==> config.mk <==
export PLATFORM = sky130hd
export DESIGN_NAME = velocity_cell_sequencer
export DESIGN_NICKNAME = d
export VERILOG_FILES = /design/src/rtl/velocity_cell_sequencer.sv
export SDC_FILE = /design/constraint.sdc
export NUM_CORES = 1
export LEC_CHECK = 0
export ABC_CLOCK_PERIOD_IN_PS = 4400
export CORE_ASPECT_RATIO = 1.4
export CORE_UTILIZATION = 35
export CTS_CLUSTER_SIZE = 30
export DETAILED_ROUTE_END_ITERATION = 16
export PLACE_DENSITY = 0.59
export SLEW_MARGIN = 10
export SYNTH_ARGS = -nofsm -noshare
export SYNTH_HDL_FRONTEND = slang
export SYNTH_SLANG_ARGS = --single-unit
export TNS_END_PERCENT = 30
==> constraint.sdc <==
create_clock -name clk_i -period 4.4 [get_ports clk_i]
set_input_delay 0.88 -clock clk_i [delete_from_list [all_inputs] [get_ports clk_i]]
set_output_delay 0.88 -clock clk_i [all_outputs]
set_load 0.02 [all_outputs]
==> src/rtl/velocity_cell_sequencer.sv <==
// velocity_cell_sequencer
//
// Drives one cell's single-port velocity RAM (96-bit {vz,vy,vx}; address 0 holds the particle
// count). A start pulse reads the count, streams words 1..count to the motion-update datapath
// through a 4-entry FIFO, and writes the updated words that come back into the same RAM.
//
// Ports:
//   clk_i, rst_ni              clock (rising edge), asynchronous active-low reset
//   start_i                    one-cycle pulse; ignored while a pass is running
//   busy_o, done_o, err_o      pass running / one-cycle end-of-pass / sticky error
//   ram_address_o, ram_data_o  registered RAM address and write data
//   ram_rden_o, ram_wren_o     registered RAM read / write enables
//   ram_q_i                    RAM read data, valid the cycle after ram_rden_o
//   out_valid_o/out_ready_i    streamed velocity handshake
//   out_data_o, out_pid_o      FIFO head: velocity and its RAM address
//   in_valid_i, in_data_i,     updated velocity write-back (never backpressured)
//   in_pid_i
module velocity_cell_sequencer #(
  parameter int unsigned DataWidth   = 96,
  parameter int unsigned ParticleNum = 220,
  parameter int unsigned AddrWidth   = 8
) (
  input  logic                 clk_i,
  input  logic                 rst_ni,
  input  logic                 start_i,
  output logic                 busy_o,
  output logic                 done_o,
  output logic                 err_o,
  output logic [AddrWidth-1:0] ram_address_o,
  output logic [DataWidth-1:0] ram_data_o,
  output logic                 ram_rden_o,
  output logic                 ram_wren_o,
  input  logic [DataWidth-1:0] ram_q_i,
  output logic                 out_valid_o,
  input  logic                 out_ready_i,
  output logic [DataWidth-1:0] out_data_o,
  output logic [AddrWidth-1:0] out_pid_o,
  input  logic                 in_valid_i,
  input  logic [DataWidth-1:0] in_data_i,
  input  logic [AddrWidth-1:0] in_pid_i
);

  localparam int unsigned FifoDepth = 4;
  localparam int unsigned PtrWidth  = $clog2(FifoDepth);
  localparam logic [AddrWidth-1:0] MaxCount = AddrWidth'(ParticleNum - 1);

  typedef enum logic [2:0] {
    StIdle,
    StRdCnt,
    StWaitCnt,
    StStream,
    StDrain,
    StDone
  } state_e;

  state_e state_q, state_d;

  // Read pipeline: rd_part_q marks a particle read on the pins this cycle, ret_q marks its
  // data arriving on ram_q_i (pushed into the FIFO at the end of that cycle).
  logic                 rd_part_q, rd_part_d;
  logic                 ret_q, ret_d;
  logic [AddrWidth-1:0] ret_pid_q, ret_pid_d;

  logic [AddrWidth-1:0] count_q, count_d;
  logic [AddrWidth-1:0] rd_addr_q, rd_addr_d;
  logic [AddrWidth-1:0] wb_cnt_q, wb_cnt_d;
  logic                 err_q, err_d;
  logic                 busy_q, busy_d;
  logic                 done_q, done_d;

  logic [AddrWidth-1:0] ram_address_q, ram_address_d;
  logic [DataWidth-1:0] ram_data_q, ram_data_d;
  logic                 ram_rden_q, ram_rden_d;
  logic                 ram_wren_q, ram_wren_d;

  logic [DataWidth-1:0] fifo_data_q [FifoDepth];
  logic [AddrWidth-1:0] fifo_pid_q  [FifoDepth];
  logic [PtrWidth-1:0]  wr_ptr_q, rd_ptr_q;
  logic [PtrWidth:0]    fifo_cnt_q, fifo_cnt_d;

  logic                 start_acc;
  logic                 wb_fire;
  logic                 wb_zero;
  logic                 push;
  logic                 pop;
  logic                 fifo_empty;
  logic [3:0]           pending;
  logic                 credit_ok;
  logic [AddrWidth-1:0] cnt_raw;
  logic                 cnt_clamp;
  logic [AddrWidth-1:0] cnt_eff;
  logic                 issue_part;
  logic                 issue_cnt;

  assign start_acc  = (state_q == StIdle) && start_i;
  assign wb_fire    = in_valid_i && (in_pid_i != '0);
  assign wb_zero    = in_valid_i && (in_pid_i == '0);
  assign push       = ret_q;
  assign fifo_empty = (fifo_cnt_q == '0);
  assign pop        = !fifo_empty && out_ready_i;

  // Words already buffered plus words still on their way must leave room for one more.
  // A pop this cycle frees a slot before the newly issued read can land.
  assign pending    = 4'(fifo_cnt_q) + 4'(rd_part_q) + 4'(ret_q) - 4'(pop);
  assign credit_ok  = pending < 4'(FifoDepth);

  assign cnt_raw    = ram_q_i[AddrWidth-1:0];
  assign cnt_clamp  = cnt_raw > MaxCount;
  assign cnt_eff    = cnt_clamp ? MaxCount : cnt_raw;

  // ---------------------------------------------------------------------------------------------
  // FSM: state register
  // ---------------------------------------------------------------------------------------------
  always_ff @(posedge clk_i or negedge rst_ni) begin
    if (!rst_ni) begin
      state_q <= StIdle;
    end else begin
      state_q <= state_d;
    end
  end

  // ---------------------------------------------------------------------------------------------
  // FSM: next state and read-issue decisions. A read decided here appears on the pins next
  // cycle; a write-back arriving now claims that same pin cycle, so every issue yields to it.
  // ---------------------------------------------------------------------------------------------
  always_comb begin
    state_d    = state_q;
    issue_part = 1'b0;
    issue_cnt  = 1'b0;
    unique case (state_q)
      StIdle: begin
        if (start_i) begin
          state_d   = StRdCnt;
          issue_cnt = !wb_fire;
        end
      end
      StRdCnt: begin
        // ram_rden_q here can only be the count read; otherwise it was displaced by a write.
        if (ram_rden_q) begin
          state_d = StWaitCnt;
        end else begin
          issue_cnt = !wb_fire;
        end
      end
      StWaitCnt: begin
        if (cnt_eff == '0) begin
          state_d = StDone;
        end else begin
          issue_part = !wb_fire;
          state_d    = (issue_part && (cnt_eff == AddrWidth'(1))) ? StDrain : StStream;
        end
      end
      StStream: begin
        issue_part = credit_ok && !wb_fire;
        if (issue_part && (rd_addr_q == count_q)) begin
          state_d = StDrain;
        end
      end
      StDrain: begin
        if (fifo_empty && !rd_part_q && !ret_q && (wb_cnt_q == count_q)) begin
          state_d = StDone;
        end
      end
      StDone: begin
        state_d = StIdle;
      end
      default: begin
        state_d = StIdle;
      end
    endcase
  end

  // ---------------------------------------------------------------------------------------------
  // FSM: registered-output next values
  // ---------------------------------------------------------------------------------------------
  always_comb begin
    ram_wren_d    = wb_fire;
    ram_rden_d    = issue_part || issue_cnt;
    ram_address_d = ram_address_q;
    ram_data_d    = ram_data_q;
    if (wb_fire) begin
      ram_address_d = in_pid_i;
      ram_data_d    = in_data_i;
    end else if (issue_part) begin
      ram_address_d = rd_addr_q;
    end else if (issue_cnt) begin
      ram_address_d = '0;
    end
    busy_d = (state_d == StRdCnt) || (state_d == StWaitCnt) ||
             (state_d == StStream) || (state_d == StDrain);
    done_d = (state_d == StDone);
  end

  // ---------------------------------------------------------------------------------------------
  // Counters, read pipeline and error flag
  // ---------------------------------------------------------------------------------------------
  always_comb begin
    count_d   = count_q;
    rd_addr_d = rd_addr_q;
    wb_cnt_d  = wb_cnt_q;
    err_d     = err_q;
    rd_part_d = issue_part;
    ret_d     = rd_part_q;
    ret_pid_d = ram_address_q;

    if (state_q == StWaitCnt) begin
      count_d = cnt_eff;
    end

    if (start_acc) begin
      rd_addr_d = AddrWidth'(1);
    end else if (issue_part) begin
      rd_addr_d = rd_addr_q + AddrWidth'(1);
    end

    if (start_acc) begin
      wb_cnt_d = '0;
    end else if (busy_q && wb_fire) begin
      wb_cnt_d = wb_cnt_q + AddrWidth'(1);
    end

    // A set in the same cycle as a clearing start wins.
    if (start_acc) begin
      err_d = 1'b0;
    end
    if (wb_zero || ((state_q == StWaitCnt) && cnt_clamp)) begin
      err_d = 1'b1;
    end

    fifo_cnt_d = fifo_cnt_q + (PtrWidth + 1)'(push) - (PtrWidth + 1)'(pop);
  end

  always_ff @(posedge clk_i or negedge rst_ni) begin
    if (!rst_ni) begin
      count_q       <= '0;
      rd_addr_q     <= '0;
      wb_cnt_q      <= '0;
      err_q         <= 1'b0;
      busy_q        <= 1'b0;
      done_q        <= 1'b0;
      rd_part_q     <= 1'b0;
      ret_q         <= 1'b0;
      ret_pid_q     <= '0;
      ram_address_q <= '0;
      ram_data_q    <= '0;
      ram_rden_q    <= 1'b0;
      ram_wren_q    <= 1'b0;
    end else begin
      count_q       <= count_d;
      rd_addr_q     <= rd_addr_d;
      wb_cnt_q      <= wb_cnt_d;
      err_q         <= err_d;
      busy_q        <= busy_d;
      done_q        <= done_d;
      rd_part_q     <= rd_part_d;
      ret_q         <= ret_d;
      ret_pid_q     <= ret_pid_d;
      ram_address_q <= ram_address_d;
      ram_data_q    <= ram_data_d;
      ram_rden_q    <= ram_rden_d;
      ram_wren_q    <= ram_wren_d;
    end
  end

  // ---------------------------------------------------------------------------------------------
  // Output FIFO: head entry drives the stream, so it holds while the consumer stalls.
  // ---------------------------------------------------------------------------------------------
  always_ff @(posedge clk_i or negedge rst_ni) begin
    if (!rst_ni) begin
      for (int i = 0; i < FifoDepth; i++) begin
        fifo_data_q[i] <= '0;
        fifo_pid_q[i]  <= '0;
      end
      wr_ptr_q   <= '0;
      rd_ptr_q   <= '0;
      fifo_cnt_q <= '0;
    end else begin
      if (push) begin
        fifo_data_q[wr_ptr_q] <= ram_q_i;
        fifo_pid_q[wr_ptr_q]  <= ret_pid_q;
        wr_ptr_q              <= wr_ptr_q + PtrWidth'(1);
      end
      if (pop) begin
        rd_ptr_q <= rd_ptr_q + PtrWidth'(1);
      end
      fifo_cnt_q <= fifo_cnt_d;
    end
  end

  assign out_valid_o   = !fifo_empty;
  assign out_data_o    = fifo_data_q[rd_ptr_q];
  assign out_pid_o     = fifo_pid_q[rd_ptr_q];

  assign busy_o        = busy_q;
  assign done_o        = done_q;
  assign err_o         = err_q;
  assign ram_address_o = ram_address_q;
  assign ram_data_o    = ram_data_q;
  assign ram_rden_o    = ram_rden_q;
  assign ram_wren_o    = ram_wren_q;

endmodule

==> results.txt, run 1 <==
- Number of core rows: 113
- Total of flip-flops plus latches after synthesis: 569
- Commonest cells post-synth: sky130_fd_sc_hd__dfrtp_1, sky130_fd_sc_hd__mux2_2, sky130_fd_sc_hd__nand2_1
- Resized Gates After CTS: 0
- STA puts the critical path data required time at 3.52 ns.
* TritonCTS clock tree: yes
- After global routing the overflow that remains totals 0.
- The synthesized design spends more area on one cell type than any other, namely sky130_fd_sc_hd__dfrtp_1.
* Number of distinct library cells after synthesis: 46
- At the worst endpoint, the arrival time is 2.93 ns.
* Die X: 224 µm
- In this run the worst path has a maximum fanout of 19.
* Netlist Area Pre-Place: 24100 µm²
* Power per cell area: 740 nW/µm²
* Post-layout util: 46.3%
- After detailed routing, the total wire length is 60800 µm.
- TritonCTS created 60 clock buffers.
- After detailed routing, the average wire length per cell comes to 19.8 µm.
- For this design the static power due to leakage is 13.4 nW.
- Overall die area: 70000 µm²
* Class of the most critical hold timing path: in -> async
- Sinks on Clock Net: 569
- Buffers placed on the I/O ports in this run total 418.
- Adding up every negative setup slack in the final design gives 0 ns.
- The pre-antenna-repair detailed-routing pass consisted of 4 iterations.
- Using the TritonRoute via totals, the vias-per-cell ratio works out to 4.89.
- Area of the core: 68000 µm²
* Area fraction of the dominant cell type after synthesis: 59.0%
* Iter 0 DRT Violations: 613
- Maximum number of pins on one net before global-route repair: 110
- Clock transition at path regs: 0.06 ns
- The root buffer cell chosen for the clock tree is sky130_fd_sc_hd__clkbuf_16.
* Mapped Avg Cell Area: 14.3 µm²
* Post-route worst hold slack: 0.300 ns
- The H-tree generated during clock tree synthesis spans 2 levels.
- Area growth from synthesis to final layout: 30.5%
* Peak supply drop: 0.308 mV
- For this run, asynchronously set or reset flops after synthesis account for 100%.
- Number of antenna-violating nets in the routed design: 0
- In the synthesized netlist, the number of instances is 1688.
- Pins over their slew limit: 0
- Portion of the clock cycle consumed by the worst path in the final layout: 86.6%
* Unrepaired setup endpoints after global routing: false
- CTS Hold Bufs: 0
* Die Ht: 313 µm
- For this run, design rule violations remaining after detail routing come to 0.
- After the last flow step, the layout net total stands at 2315.
- Synth top area cells: sky130_fd_sc_hd__dfrtp_1, sky130_fd_sc_hd__mux2_2, sky130_fd_sc_hd__mux4_2, sky130_fd_sc_hd__nand2_1, sky130_fd_sc_hd__clkbuf_1
- STA classifies the critical path endpoint as a primary output.
- Total track usage: 17.6%
* Worst Max-Slew Pin Slew: 1.33 ns
- Count of buffers added by post-CTS timing repair for setup: 0
- Setup-violating endpoint count in the final report: 0
* HPWL after DPL: 40100 µm
- The clock passes through at most 3 buffers.
- I/O pin count: 419
* Main flop type after synthesis: sky130_fd_sc_hd__dfrtp_1
- Path type of the worst setup path: reg -> out
- Once the floorplan was initialized, standard cells occupied 35.5% of the core.
- The design draws 23.3 mW.
- Number of warnings reported in the yosys synthesis log: 0
- The clock reaches the later pin of the worst-skew pair after 0.62 ns.
* Final hold violation count: 0
- Outcome: complete, no violations
- Syn_nets: 1904
- Clock Skew: 0.0172 ns
- Max-capacitance violation count: 0
- Critical path startpoint category: register
- EDFF count, synth: 0
- Fraction of final layout cells sized beyond drive strength 1: 31.1%
- Cell with the most instances after synthesis: sky130_fd_sc_hd__dfrtp_1
* Post-route minimum period: 3.81 ns
- Highest Clock Rate: 0.262 GHz
- Register area share after synthesis: 59.0%
* Number of antenna violations at the first check in global routing: 3
* Final GP Congestion: 0.776
* Vias in the first global route: 16923
- Fill cells in the final layout number 6068.
- Remaining max-slew budget at the tightest pin: 11.3%
- The first global-routing pass estimated 96400 µm of wire.
- Routed via count: 15008
path summary, 6_finish.rpt:
kind	from	cells after the start	slack, ns	to
setup / recovery	rd_ptr_q[0]$_DFFE_PN0P_	3	0.59	out_data_o[6]
hold reg to reg	ram_address_o[2]$_DFFE_PN0P_	0	0.43	ret_pid_q[2]$_DFF_PN0_
hold / removal	rst_ni	1	0.30	ram_data_o[31]$_DFFE_PN0P_
setup reg to reg	fifo_cnt_q[1]$_DFF_PN0_	10	1.36	ram_address_o[0]$_DFFE_PN0P_
min in group clk_i	ram_address_o[2]$_DFFE_PN0P_	0	0.43	ret_pid_q[2]$_DFF_PN0_
max in group asynchronous	rst_ni	3	3.00	fifo_data_q[163]$_DFFE_PN0P_
registers in the layout, summed over array words and instances, names as in the netlist, 2 cells and up:
| register | cells |
|---|---|
| ret_pid_q | 8 |
| ram_data_o | 96 |
| rd_ptr_q | 2 |
| count_q | 8 |
| rd_addr_q | 8 |
| fifo_cnt_q | 3 |
| ram_address_o | 8 |
| wb_cnt_q | 8 |
| fifo_data_q | 384 |
| state_q | 3 |
| wr_ptr_q | 2 |
| fifo_pid_q | 32 |
cells in the final DEF, fill, tap and decap left out, types with 3 or more instances in the layout:
master                            count
sky130_fd_sc_hd__mux2_2             416
sky130_fd_sc_hd__nand3_1             13
sky130_fd_sc_hd__o211ai_1             4
sky130_fd_sc_hd__clkdlybuf4s50_1    417
sky130_fd_sc_hd__nand2b_1             4
sky130_fd_sc_hd__clkinv_2             9
sky130_fd_sc_hd__nand2_1            314
sky130_fd_sc_hd__inv_1               11
sky130_fd_sc_hd__buf_12              10
sky130_fd_sc_hd__o21ai_0              8
sky130_fd_sc_hd__clkbuf_8            16
sky130_fd_sc_hd__a21boi_0             3
sky130_fd_sc_hd__nor4_1               3
sky130_fd_sc_hd__dfrtp_1            567
sky130_fd_sc_hd__buf_4               20
sky130_fd_sc_hd__nand2_4              4
sky130_fd_sc_hd__xnor2_1             25
sky130_fd_sc_hd__or3_1                5
sky130_fd_sc_hd__bufinv_16            4
sky130_fd_sc_hd__clkbuf_16           61
sky130_fd_sc_hd__and3_1               4
sky130_fd_sc_hd__ha_1                10
sky130_fd_sc_hd__mux2i_1              3
sky130_fd_sc_hd__mux4_2             104
sky130_fd_sc_hd__a221oi_2             8
sky130_fd_sc_hd__a21oi_1              8
sky130_fd_sc_hd__clkbuf_1            15
sky130_fd_sc_hd__xor2_1               8
sky130_fd_sc_hd__nand4_1              6
sky130_fd_sc_hd__nor2_1              36
cell type report:
| class | count | area [µm²] | share of cell area [%] |
|---|---|---|---|
| multi-input combinational | 1008 | 9510 | 30.2 |
| tap | 920 | 1150 | 3.65 |
| antenna | 1 | 2.50 | 0.00794 |
| inverter | 12 | 46.3 | 0.147 |
| clock buffer | 92 | 1800 | 5.72 |
| sequential | 569 | 14200 | 45.2 |
| clock inverter | 17 | 216 | 0.687 |
| timing repair buffer | 448 | 4540 | 14.4 |
critical path, stage by stage (launching register included):
cell and delay (ns):
sky130_fd_sc_hd__dfrtp_4 0.66, sky130_fd_sc_hd__buf_4 0.46, sky130_fd_sc_hd__mux4_2 0.61, sky130_fd_sc_hd__clkdlybuf4s50_1 0.57
routing by layer:
metal  share of wire [%]  track usage (%)
met1                  39             20.4
met2                  52             31.4
met3                 6.6             5.03
met4                 2.4             5.39
met5               0.043                0
where the power goes:
part           total (mW)  internal, mW  switching, mW  leakage [nW]
Sequential           8.65          7.42           1.24          6.70
Combinational        9.49          5.35           4.14          5.73
Clock                5.16          3.05           2.11         0.997
cells by family after synthesis:
family | after synthesis | share of synthesized area [%]
AO/OA/AOI/OAI | 41 | 1.49
XOR/XNOR | 33 | 1.20
adder cells (fa/ha/maj) | 11 | 0.601
buffers and inverters | 111 | 1.79
flip-flops | 569 | 59.0
multiplexers | 523 | 29.2
AND/OR/NAND/NOR | 400 | 6.72
per-stage QoR:
step                      std cells  setup WS [ns]  instance area, µm²
after detailed placement       2957          0.871               29500
after floorplan                1688           1.59               24100
after CTS                      3066          0.446               31500
after global routing           3067          0.411               31500
after global placement         2957          0.896               29500
final                          3067          0.589               31500
Power figures use the tool's default switching activity.
==> run 2, diff against run 1 <==
Settings changed: ABC_AREA set to 1.
==> run 2 against run 1 <==
Net effect: wire length is 15% higher; cell area is 1.0% lower; register-to-register slack better by 0.45 ns; fmax is 3.9% lower; global-route usage is 2.3 points higher; worst hold slack better by 0.016 ns; critical path type unchanged.
==> results.txt, run 2 <==
- The final layout contains routed wiring with a total length of 70000 µm.
* I/O pin count: 419
* Count of buffers added by post-CTS timing repair for setup: 0
- Cell type with the highest aggregate area in the netlist: sky130_fd_sc_hd__dfrtp_1
- At the end of routability-driven placement, the weighted congestion stood at 0.820.
* Number of warnings reported in the yosys synthesis log: 0
- Number of distinct library cells after synthesis: 33
- The area growth from synthesis to layout is 29.7%.
* Register area share after synthesis: 59.2%
- STA classifies the critical path endpoint as a primary output.
- Post-synthesis instance total: 2793
- Setup repair after global routing left no endpoint under its margin.
- In this run the remaining antenna-violating nets after routing total 0.
- Dividing the final minimum period by the clock period gives 90.1%.
- Reg area: 14200 µm²
- Gates resized during post-CTS repair numbered 0.
* Path type of the worst setup path: reg -> out
- The first routing iteration left 1608 violations.
- The startpoint identified for the worst register-to-register timing path is wr_ptr_q[0]$_DFFE_PN0P_.
* Remaining max-slew budget at the tightest pin: 26.6%
- Post-route minimum period: 3.96 ns
- Cell with the most instances after synthesis: sky130_fd_sc_hd__nand2_1
- Via density per instance: 5.09
- In the global route stage, overall resource usage came out at 20.0%.
- TritonCTS built the clock tree.
- For this run, the post-layout net count is 3338.
* Final-layout fill cell count: 6550
- Multi-input combinational cell area: 8580 µm²
- Fraction of final layout cells sized beyond drive strength 1: 4.96%
- Once placement finished, the instance area stood at 29100 µm².
- After routing the design area is 31200 µm².
* Commonest cells post-synth: sky130_fd_sc_hd__nand2_1, sky130_fd_sc_hd__o21ai_0, sky130_fd_sc_hd__dfrtp_1
- Of all flip-flops after synthesis, the portion carrying an async set or reset was 100%.
* Max Fanout on Critical Path: 209
- Drt drc: 0
- The run finished with clean final reports.
- The hold violation total from the final report came to 0.
* Power per cell area: 769 nW/µm²
* Total of buffers placed on input and output ports: 418
- CP max-delay cell: sky130_fd_sc_hd__clkdlybuf4s50_1
- Global-route wire length before repair: 112000 µm
* Peak supply drop: 0.620 mV
* Dpl ws: 1.08 ns
- Die Ht: 312 µm
- After layout, the worst setup slack is 0.435 ns.
* Area of the core: 67900 µm²
* Timing startpoint of the critical path: rd_ptr_q[0]$_DFFE_PN0P_
* Syn_nets: 3009
- Number of cells in the finished layout apart from fillers: 4030
- Biggest register: fifo_data_q
- Clock-pin slew was measured on the worst setup and hold paths at 0.06 ns.
- Slowest stage delay, CP: 0.68 ns
- Insertion delay of the later-clocked pin in the worst-skew pair: 0.63 ns
- The tightest min-delay check is of the in -> async type.
- Final setup TNS: 0 ns
* Number of levels in the clock H-tree: 2
* Ant. Diodes: 0
- STA classifies the critical path startpoint as a register.
- Pins over their slew limit: 0
- Once detailed placement completed, the half-perimeter wirelength came to 43900 µm.
- For the pin with the worst max-slew slack, the measured transition is 1.10 ns.
- The number of antenna violations at the first check in global routing was 5.
* Clock root cell: sky130_fd_sc_hd__clkbuf_16
* Cells traversed along the worst timing path: buf_12, o21ai_0, o22ai_1, clkdlybuf4s50_1
- Gr ovfl total: 0
- Based on the critical path, the design can be clocked at up to 0.252 GHz.
* Die X: 224 µm
* Most used cells in the layout excluding fill and tap cells: sky130_fd_sc_hd__nand2_1, sky130_fd_sc_hd__o21ai_0, sky130_fd_sc_hd__dfrtp_1
- Number of core rows: 113
* Wire per inst: 17.4 µm
* Clock Skew: 0.0221 ns
* Overall die area: 69800 µm²
- The top cell type by area accounts for 59.2% of the synthesized area.
* Vias in the first global route: 20410
- The clock drives 569 sinks.
- Across the run, the number of max-cap violations was 0.
* Main flop type after synthesis: sky130_fd_sc_hd__dfrtp_1
- Routed via count: 20499
- Netlist Area Pre-Place: 24100 µm²
- After synthesis the netlist holds a flip-flop and latch count of 569.
- The first TritonRoute pass finished after 7 iterations.
* Longest Clk Path Bufs: 3
- Count of placed standard cells including taps: 3924
- The initial utilization of the core area, before any placement, comes to 35.4%.
- Setup-violating endpoint count in the final report: 0
- For this design, the CTS-stage hold fixing added 0 buffers.
- Overall power consumption after layout is estimated at 24.0 mW.
- Data arrives at the worst endpoint at 3.08 ns.
* Synth top area cells: sky130_fd_sc_hd__dfrtp_1, sky130_fd_sc_hd__o21ai_0, sky130_fd_sc_hd__nand2_1, sky130_fd_sc_hd__nor2_1, sky130_fd_sc_hd__o22ai_1
- In this run, synthesis inferred 0 flip-flops with an integrated enable.
- Clock buffer count from CTS: 58
- Each instance of the synthesized netlist takes up on average 8.61 µm².
- Leaving out fill and tap cells, the most frequent cell in the layout is sky130_fd_sc_hd__nand2_1.
- Maximum number of pins on one net before global-route repair: 210
* Data required, critical path: 3.52 ns
* Reported leakage power: 14.7 nW
- Flip-flop count of the largest register, all copies and words added: 384
==> run 2: cell types whose count changed in the layout (fill, tap and decap cells not counted), moves of 8 or more <==
cell,before,now
sky130_fd_sc_hd__a221oi_2,8,0
sky130_fd_sc_hd__a22oi_1,0,9
sky130_fd_sc_hd__clkbuf_1,15,2
sky130_fd_sc_hd__inv_1,11,142
sky130_fd_sc_hd__mux2_2,416,0
sky130_fd_sc_hd__mux4_2,104,0
sky130_fd_sc_hd__nand2_1,314,800
sky130_fd_sc_hd__nand3_1,13,25
sky130_fd_sc_hd__nor2_1,36,245
sky130_fd_sc_hd__o21ai_0,8,639
sky130_fd_sc_hd__o22ai_1,0,105
sky130_fd_sc_hd__xnor2_1,25,9
==> run 2: metal layers <==
metal  vias up  wire, µm  GRT usage (%)
met5         -        36              0
li1       9752         -              -
met4         8      1700           5.71
met3       105      5530           5.70
met1      9938     29300           25.2
met2       696     33400           33.2
==> run 2: final timing paths <==
kind / endpoint / slack [ns] / depth (start not counted)
worst max-delay path: out_data_o[76] / 0.44 / 4
worst min-delay path: fifo_data_q[317]$_DFFE_PN0P_ / 0.32 / 1
worst max register to register: fifo_data_q[376]$_DFFE_PN0P_ / 1.81 / 5
worst min register to register: push$_DFF_PN0_ / 0.42 / 0
max in group asynchronous: ram_data_o[56]$_DFFE_PN0P_ / 3.01 / 2
min in group clk_i: push$_DFF_PN0_ / 0.42 / 0
==> run 2: stage by stage <==
stage	utilization (%)	hold slack, ns
floorplan	-	0.366
global placement	42.8	0.405
detailed placement	42.8	0.405
CTS	46.0	0.338
global route	46.0	0.373
finish	46.0	0.316
==> run 2: area by class of cell <==
cell class,instances,area share [%]
Tap cell,862,3.46
Clock inverter,28,1.34
Timing Repair Buffer,452,14.7
Sequential cell,569,45.7
Multi-Input combinational cell,1895,27.5
Inverter,146,1.78
Clock buffer,78,5.51
==> run 2: cells by family after synthesis <==
family,after synthesis,share of synthesized area [%]
simple gates,1095,17.5
compound gates,768,16.7
flops,569,59.2
buf+inv,329,5.26
xor+xnor,21,0.765
fa+ha+maj,11,0.603
==> run 2: worst max-delay path: cells and delay by family (launching register included) <==
family | cells | cell delay [ns]
buf+inv | 2 | 1.32
compound gates | 2 | 0.56
flops | 1 | 0.45
==> run 2: where the power goes <==
group | internal [mW] | leakage [nW] | switching (mW)
sequential | 7.42 | 6.76 | 1.23
clock | 3.32 | 1.06 | 2.15
combinational | 3.96 | 6.89 | 5.91
==> run 3, diff against run 2 <==
Settings changed: GPL_TIMING_DRIVEN set to 0.
==> run 3 against run 2 <==
Net effect: clock-buffer cell count grew 6; worst setup slack lost 0.34 ns; global-route usage grew 3.1 points; largest cell class unchanged; first-iteration DRC count shrank 4.2%; flip-flop and latch count is the same; wire length grew 15%; critical endpoint unchanged; final cell count grew 3.8%; critical path depth grew 2; sequential power shrank 0.7%; combinational power grew 5%.
==> results.txt, run 3 (synthesis gave the netlist of run 2 again) <==
- The internal portion of the total power is 14.3 mW.
- DRT Pass-1 Iters: 5
* TritonCTS clock tree: yes
* Biggest register: fifo_data_q
* Count of placed standard cells including taps: 4078
* Reported leakage power: 14.8 nW
* Area growth from synthesis to final layout: 30.6%
- Flip-flop count of the largest register, all copies and words added: 384
- The number of setup buffers added after CTS is 0.
- In the finished design, the share of the clock period the worst path needs comes to 97.9%.
- Peak supply drop: 0.331 mV
* Most used cells in the layout excluding fill and tap cells: sky130_fd_sc_hd__nand2_1, sky130_fd_sc_hd__o21ai_0, sky130_fd_sc_hd__dfrtp_1
* Max Fanout on Critical Path: 10
- Measured along the y axis, the die boundary spans 312 µm.
- Vias in the first global route: 21582
* Global-route wire length before repair: 126000 µm
- In the final routed layout, each cell accounts on average for 19.3 µm.
- Portion of total power attributed to sequential cells: 35.8%
- For the pin with the worst max-slew slack, the measured transition is 0.982 ns.
- The final layout contains 3492 nets.
- Summed over all nets, the switching power comes to 9.71 mW.
- Measured against its own limit, the worst slew margin works out to 34.5%.
- Total track usage: 23.0%
- For this configuration, the core starts out at a cell density of 35.4%.
- The number of antenna violations at the first check in global routing came to 3.
- Data arrives at the worst endpoint at 3.43 ns.
- Drt drc: 0
* Gr ovfl total: 0
- Total Wirelength: 80500 µm
- During placement, the flow inserted port buffers numbering 418.
- Leading cell type in the layout, fill and taps excluded: sky130_fd_sc_hd__nand2_1
- Path type of the worst setup path: reg -> out
- Class of the most critical hold timing path: in -> async
- No sink is reached through more buffers than the 3 on the longest clock path.
- Final-layout fill cell count: 6738
- Clock transition at path regs: 0.07 ns
- After layout, the minimum clock period comes to 4.31 ns.
- Timing would allow up to 0.232 GHz.
- In this run the remaining antenna-violating nets after routing total 0.
- Number of cells in the finished layout apart from fillers: 4182
* Unrepaired setup endpoints after global routing: true
- The clock network burns 20.9% of the power.
* Setup-violating endpoint count in the final report: 0
* Number of levels in the clock H-tree: 2
* I/O pin count: 419
* Sinks on Clock Net: 569
- Final WS setup: 0.0917 ns
* Clock buffer count from CTS: 58
- Dividing total power by cell area gives a power density of 764 nW/µm².
* Post-layout total power: 24.0 mW
- Using the TritonRoute via totals, the vias-per-cell ratio works out to 5.06.
- For the worst setup path, the data required time is 3.52 ns.
- Clock skew on the completed layout was measured at 0.0165 ns.
- STA classifies the critical path endpoint as a primary output.
* Overall die area: 69800 µm²
- Pins over their slew limit: 0
- Fraction of final layout cells sized beyond drive strength 1: 4.31%
- Die X: 224 µm
- The floorplan step defined a core boundary enclosing 67900 µm².
- Row generation in the floorplan step produced 113 rows.
- After the first detailed-routing iteration, the DRC count stood at 1540.
- Routability-driven placement finished with a final weighted congestion of 0.834.
- Before CTS, the worst setup slack after placement is 0.119 ns.
- Logic gate share of total power: 43.3%
- After legalization and detailed placement, the total HPWL measured 57000 µm.
* Ant. Diodes: 0
- For this design, the CTS-stage hold fixing added 0 buffers.
- The cell sitting at the root of the clock tree is a sky130_fd_sc_hd__clkbuf_16.
- Maximum number of pins on one net before global-route repair: 108
* Final hold violation count: 0
* Final setup TNS: 0 ns
- Outcome: complete, no violations
- Max-cap violations in this run came to 0.
* Critical path startpoint category: register
- Routed via count: 21171
* Insertion delay of the later-clocked pin in the worst-skew pair: 0.63 ns
- In this run switching power makes up 40.5% of total power.
==> run 3: cell type report <==
type	instances	area [µm²]	share of cell area, %
Tap cell	862	1080	3.43
Timing Repair Buffer	423	4330	13.8
Sequential cell	569	14200	45.3
Inverter	146	548	1.74
Buffer	183	734	2.34
Multi-Input combinational cell	1895	8580	27.3
Clock buffer	84	1740	5.55
Clock inverter	20	174	0.553
==> run 3: what timing repair did <==
action / in CTS / in global routing
gates resized for setup: 16 / 9
hold endpoints to repair: 0 / 0
gates cloned: 0 / 0
pin swaps: 0 / 0
endpoints found under the setup margin: 104 / 16
==> run 3: power by group through the flow <==
| stage | clock network [mW] | logic [mW] | registers (mW) |
|---|---|---|---|
| floorplan | 0 | 5.83 | 8.48 |
| global placement | 0 | 10.4 | 8.64 |
| detailed placement | 0 | 10.5 | 8.62 |
| CTS | 5.11 | 10.5 | 8.56 |
| global route | 5.29 | 11.5 | 8.84 |
| finish | 5.01 | 10.4 | 8.59 |
==> run 3: worst paths after layout <==
kind                            slack [ns]                            to                     from  cells after the start
worst max-delay path                  0.09                out_data_o[76]  rd_ptr_q[1]$_DFFE_PN0P_                      6
worst min register to register        0.40                push$_DFF_PN0_      rd_part_q$_DFF_PN0_                      0
worst min-delay path                  0.25  fifo_data_q[233]$_DFFE_PN0P_                   rst_ni                      1
max in group asynchronous             2.23    ram_data_o[91]$_DFFE_PN0P_                   rst_ni                      4
min in group clk_i                    0.40                push$_DFF_PN0_      rd_part_q$_DFF_PN0_                      0
worst max register to register        1.59    fifo_data_q[7]$_DFFE_PN0P_  wr_ptr_q[0]$_DFFE_PN0P_                      6
==> run 3: worst max-delay path, cell delays in order (launching register included) <==
cell,delay (ns)
sky130_fd_sc_hd__dfrtp_1,0.52
sky130_fd_sc_hd__inv_1,0.23
sky130_fd_sc_hd__clkbuf_2,0.44
sky130_fd_sc_hd__clkbuf_1,0.42
sky130_fd_sc_hd__o21ai_0,0.17
sky130_fd_sc_hd__o22ai_1,0.32
sky130_fd_sc_hd__clkdlybuf4s50_1,0.68
==> run 3: layer usage <==
layer  up-vias  global-route usage [%]  share of wire (%)
met5         -                       0              0.051
met4         6                    7.21                2.9
met3       148                    5.25                6.6
met2       681                    40.8                 50
met1     10269                    27.6                 40
li1      10067                       -                  -
==> run 3: stage by stage <==
step / util, % / hold WS, ns / cell area (µm²)
after floorplan: - / 0.366 / 24100
after global placement: 43.2 / 0.383 / 29300
after detailed placement: 43.4 / 0.382 / 29500
after CTS: 46.3 / 0.253 / 31400
after global routing: 46.3 / 0.287 / 31400
final: 46.3 / 0.252 / 31400
